==> config.mk <==
export PLATFORM = sky130hd
export DESIGN_NAME = regbank_read_ctrl
export DESIGN_NICKNAME = d
export VERILOG_FILES = /design/src/rtl/regbank_pkg.sv /design/src/rtl/reg_read_port.sv /design/src/rtl/regbank_read_ctrl.sv
export SDC_FILE = /design/constraint.sdc
export NUM_CORES = 2
export LEC_CHECK = 0
export CAP_MARGIN = 0
export CORE_ASPECT_RATIO = 1.2
export CORE_MARGIN = 2
export CORE_UTILIZATION = 40
export CTS_BUF_LIST = sky130_fd_sc_hd__clkbuf_16
export DETAILED_ROUTE_END_ITERATION = 10
export PLACE_DENSITY = 0.55
export SYNTH_ARGS = -nofsm -noshare
export SYNTH_HDL_FRONTEND = slang
export SYNTH_HIERARCHICAL = 1
export SYNTH_SLANG_ARGS = --single-unit
==> constraint.sdc <==
create_clock -name clk -period 62.1 [get_ports clk]
set_clock_uncertainty 0.15 [all_clocks]
set_input_delay 9.315 -clock clk [delete_from_list [all_inputs] [get_ports clk]]
set_output_delay 9.315 -clock clk [all_outputs]
set_load 0.005 [all_outputs]
==> src/rtl/regbank_pkg.sv <==
// Shared constants and the read-port FSM encoding for the 32 x 32-bit MIPS32 register bank.
package regbank_pkg;

    localparam int WIDTH = 32;
    localparam int DEPTH = 32;
    localparam int AW    = 5;

    localparam logic [AW-1:0] ZERO_REG = '0;

    typedef enum logic {
        IDLE = 1'b0,
        HOLD = 1'b1
    } port_state_e;

endpackage

==> src/rtl/reg_read_port.sv <==
// One read port: req/valid/ack FSM plus a snapshot data register.
// The port forwards a same-cycle write to its own address.
module reg_read_port
    import regbank_pkg::*;
(
    input  logic             clk,
    input  logic             clr,
    input  logic             req,
    input  logic [AW-1:0]    addr,
    input  logic             ack,
    output logic             rdy,
    output logic             valid,
    output logic [WIDTH-1:0] data,
    input  logic [WIDTH-1:0] word,
    input  logic             wr_en,
    input  logic [AW-1:0]    waddr,
    input  logic [WIDTH-1:0] din
);

    port_state_e state, next_state;
    logic             capture;
    logic [WIDTH-1:0] capture_word;

    // NOTE: sequential state uses non-blocking assignments so every flop samples pre-edge values.
    always_ff @(posedge clk or posedge clr) begin
        if (clr) state <= IDLE;
        else     state <= next_state;
    end

    // NOTE: every always_comb output gets a default first so no latch is inferred.
    always_comb begin
        next_state = state;
        case (state)
            IDLE:    if (req) next_state = HOLD;
            HOLD:    if (ack) next_state = req ? HOLD : IDLE;
            default: next_state = IDLE;
        endcase
    end

    always_comb begin
        valid = (state == HOLD);
        rdy   = ~valid | ack;
    end

    assign capture = req & rdy;

    always_comb begin
        capture_word = word;
        if (addr == ZERO_REG)
            capture_word = '0;
        else if (wr_en && (waddr == addr))
            capture_word = din;
    end

    // The snapshot only changes on an accepted request, never on later writes.
    always_ff @(posedge clk or posedge clr) begin
        if (clr)          data <= '0;
        else if (capture) data <= capture_word;
    end

endmodule

==> src/rtl/regbank_read_ctrl.sv <==
// Register bank storage with gated write decode and two independent snapshot read ports.
module regbank_read_ctrl
    import regbank_pkg::*;
(
    input  logic             clk,
    input  logic             clr,
    input  logic             ld,
    input  logic             strobe,
    input  logic [AW-1:0]    waddr,
    input  logic [WIDTH-1:0] din,
    input  logic             a_req,
    input  logic [AW-1:0]    a_addr,
    output logic             a_rdy,
    output logic             a_valid,
    output logic [WIDTH-1:0] a_data,
    input  logic             a_ack,
    input  logic             b_req,
    input  logic [AW-1:0]    b_addr,
    output logic             b_rdy,
    output logic             b_valid,
    output logic [WIDTH-1:0] b_data,
    input  logic             b_ack
);

    logic [WIDTH-1:0] regs [DEPTH];
    logic             wr_en;

    assign wr_en = ld & strobe & (waddr != ZERO_REG);

    // NOTE: the bank must read back zero after clr, so the storage array is reset too.
    always_ff @(posedge clk or posedge clr) begin
        if (clr) begin
            for (int i = 0; i < DEPTH; i++) regs[i] <= '0;
        end else if (wr_en) begin
            regs[waddr] <= din;
        end
    end

    reg_read_port u_port_a (
        .clk   (clk),
        .clr   (clr),
        .req   (a_req),
        .addr  (a_addr),
        .ack   (a_ack),
        .rdy   (a_rdy),
        .valid (a_valid),
        .data  (a_data),
        .word  (regs[a_addr]),
        .wr_en (wr_en),
        .waddr (waddr),
        .din   (din)
    );

    reg_read_port u_port_b (
        .clk   (clk),
        .clr   (clr),
        .req   (b_req),
        .addr  (b_addr),
        .ack   (b_ack),
        .rdy   (b_rdy),
        .valid (b_valid),
        .data  (b_data),
        .word  (regs[b_addr]),
        .wr_en (wr_en),
        .waddr (waddr),
        .din   (din)
    );

endmodule

==> key figures <==
Layout
  – Area delta synth->final: 9.66%
  – Non-filler instance count after layout: 6864
  – Share of layout cells above drive strength 1: 26.1%
  – NumNets Final: 4875
  – Fin util: 44.2%
  – Final Instance Area: 64900 um2
  – Multi-input logic area: 29600 um2
  – Sequential cell area: 27300 um2
  – Filler cells: 13727

Logic synthesis
  – Synth top cells by count: dfrtp_1 (1090), mux2i_1 (1024), mux2_2 (975)
  – Yosys top cell area share: 46.1%
  – Top-count cell post-synth: dfrtp_1
  – EDFF count, synth: 0
  – Synthesized area: 59100 um2
  – #FFs+latches synth: 1090
  – Post-synth cell types: 36
  – Top FF cell, synth: dfrtp_1
  – FFs w/ async S/R, synth: 100%
  – Mean area per synthesized cell: 11.8 um2
  – Area leader, netlist: dfrtp_1
  – Largest cells by area after synthesis: dfrtp_1 (46%), mux2_2 (19%), mux2i_1 (17%)
  – YS warnings: 6
  – Seq/Total Area, Yosys: 46.1%
  – Synth Instances: 4998
  – Syn_nets: 5053

Setup path
  – CP Cell Sequence: clkdlybuf4s50_1 -> nand2b_1 -> clkdlybuf4s50_1
  – Worst-path maximum fanout: 4
  – CP Capture Type: output port
  – Critical path buffer and inverter count: 2
  – CP max stage delay: 0.54 ns
  – CP max-delay cell: clkdlybuf4s50_1
  – Startpoint Class: input port
  – Setup Crit Path Kind: input port to output port
  – Worst path most repeated cell: clkdlybuf4s50_1
  – CP delay by family, top: buffers and inverters
  – Arrival @ worst endpoint: 10.52 ns
  – Worst Path Required: 52.63 ns

Floorplan
  – # rows: 154
  – Core area: 147000 um2
  – Die height: 425 um
  – I/O pin cnt: 123
  – Initial Utilization: 40.3%
  – Die footprint: 151000 um2
  – Die W: 355 um

STA
  – Slew HR: 14.8%
  – Achievable frequency: 50.0 MHz
  – Post-Route Setup TNS: 0 ns
  – Final Hold Vio Count: 0
  – Setup violators final: 0
  – Worst-margin pin slew: 1.27 ns
  – Final min period: 19.98 ns
  – RSZ-0062 raised after global routing: no
  – Max Slew Vio Count: 0
  – Period utilization: 32.2%

Clock tree
  – Max Buffers Root-to-Sink: 3
  – TritonCTS Sinks: 1090
  – Hold_buf cts: 0
  – Post-CTS setup buffer count: 0
  – Root Buffer Master: clkbuf_16
  – Clk pin slew, worst setup/hold paths: 0.06 ns
  – TritonCTS Buffers: 115
  – CTS tree: yes
  – Worst-skew pair later-pin latency: 0.76 ns
  – H-tree levels: 3
  – CTS-repair resized insts: 0

Power and ir drop
  – VDD IR-drop max: 0.0237 mV
  – LEAKAGE: 30.8 nW
  – Internal power: 1.32 mW
  – Pwr/cell area: 28.7 nW/um2
  – Total Power: 1.86 mW
  – Clock share of power: 35.9%
  – Sw frac: 29.1%
  – Seq pwr share: 47.0%
  – Power share of the combinational group: 17.2%
  – Psw: 0.542 mW

GRT
  – Total track usage: 27.0%
  – Largest net degree at the start of global routing: 159
  – Grt total ovfl: 0
  – Wire length of the first global-routing pass: 300 mm
  – Vias in the first global route: 42113
  – Initial antenna violation count: 8

Place
  – Placed cells: 6653
  – RePlAce Congestion: 0.780
  – IO buf count: 122
  – Cell Area, Placed: 61400 um2
  – Final HPWL DP: 108 mm

Min path
  – Hold Path Class: flop to flop

Route
  – Total wire length: 207 mm
  – Via count: 42168
  – Wire length per cell: 30.2 um
  – DRC viols: 0
  – Drt pass-1 iters: 7
  – Routed Antenna Nets: 0
  – Post-DR vias/cell: 6.14
  – DR iter-0 viols: 3565

Flow run
  – MaxCap Viol Count: 0

Status
  – Outcome: completed
-- final timing paths --
path                                start                 to  slack, ns  cells past startpoint
setup / recovery                    a_ack              a_rdy      42.12                      3
max in group asynchronous             clr          regs[167]      49.36                      5
hold / removal                 regs[1006]         regs[1006]       0.25                      0
setup reg to reg           u_port_a/valid  u_port_a/data[29]      59.55                      5
min in group asynchronous             clr  u_port_b/data[14]       9.20                      3
hold reg to reg                regs[1006]         regs[1006]       0.25                      0
-- stage by stage --
| step | hold WS (ns) | worst slack, ns |
|---|---|---|
| after detailed placement | 0.238 | 42.12 |
| final | 0.249 | 42.12 |
| after floorplan | 0.299 | 23.82 |
| after CTS | 0.251 | 42.11 |
| after global routing | 0.261 | 42.06 |
| after global placement | 0.234 | 42.11 |
-- per-layer routing --
metal  vias to the layer above  global-route usage [%]  wire length (um)  part of all wire, %
li1                      18014                       -                 -                    -
met1                     22320                    37.4             92000                   44
met2                      1471                    43.1             95600                   46
met3                       357                    3.53             12100                  5.8
met4                         6                    9.88              7440                  3.6
met5                         -                       0                34                0.016
-- cells in the final DEF, fill, tap and decap left out, types with 91 or more instances in the layout --
cell | synthesis | layout
mux2i_1 | 1024 | 1024
buf_4 | 74 | 91
clkbuf_16 | 0 | 115
dfrtp_1 | 1090 | 1090
a21oi_1 | 193 | 193
a22oi_1 | 192 | 192
nand2_1 | 340 | 321
mux2_2 | 975 | 975
clkdlybuf4s50_1 | 0 | 119
a22o_1 | 128 | 128
nand3_1 | 195 | 195
-- worst register-to-register path: cells and delay by family, from the launching register on --
| family | cells | cell delay (ns) |
|---|---|---|
| buffers and inverters | 1 | 0.61 |
| AND/OR/NAND/NOR | 2 | 0.52 |
| flip-flops | 1 | 0.38 |
| AO/OA/AOI/OAI | 2 | 0.80 |
-- power by group through the flow --
stage	Clock (mW)	Sequential [mW]	Combinational, mW
2_1_floorplan	0	0.867	0.231
3_3_place_gp	0	0.880	0.314
3_5_place_dp	0	0.885	0.319
4_1_cts	0.681	0.872	0.320
5_1_grt	0.710	0.886	0.345
6_report	0.668	0.875	0.320
-- flip-flops by register name, summed over array words and instances, names as in the netlist --
| name | flops |
|---|---|
| u_port_a/data | 32 |
| u_port_b/valid | 1 |
| regs | 1024 |
| u_port_a/valid | 1 |
| u_port_b/data | 32 |
-- final cells by class --
| class | count | area share (%) |
|---|---|---|
| diodes | 2 | 0.00772 |
| well taps | 1950 | 3.76 |
| inverters | 4 | 0.0347 |
| flip-flops and latches | 1090 | 42.1 |
| clock buffers | 115 | 4.44 |
| repair buffers | 220 | 3.16 |
| clock inverters | 94 | 0.959 |
| multi-input cells | 3389 | 45.6 |
-- logic make-up after synthesis --
| kind of cell | count (synthesis) | synth area share [%] |
|---|---|---|
| buffers and inverters | 519 | 4.36 |
| muxes | 2016 | 36.2 |
| and+or+nand+nor | 720 | 5.68 |
| AOI/OAI and AO/OA | 643 | 7.49 |
| xor gates and xnor gates | 10 | 0.148 |
| DFF | 1090 | 46.1 |
Power figures use the tool's default switching activity.
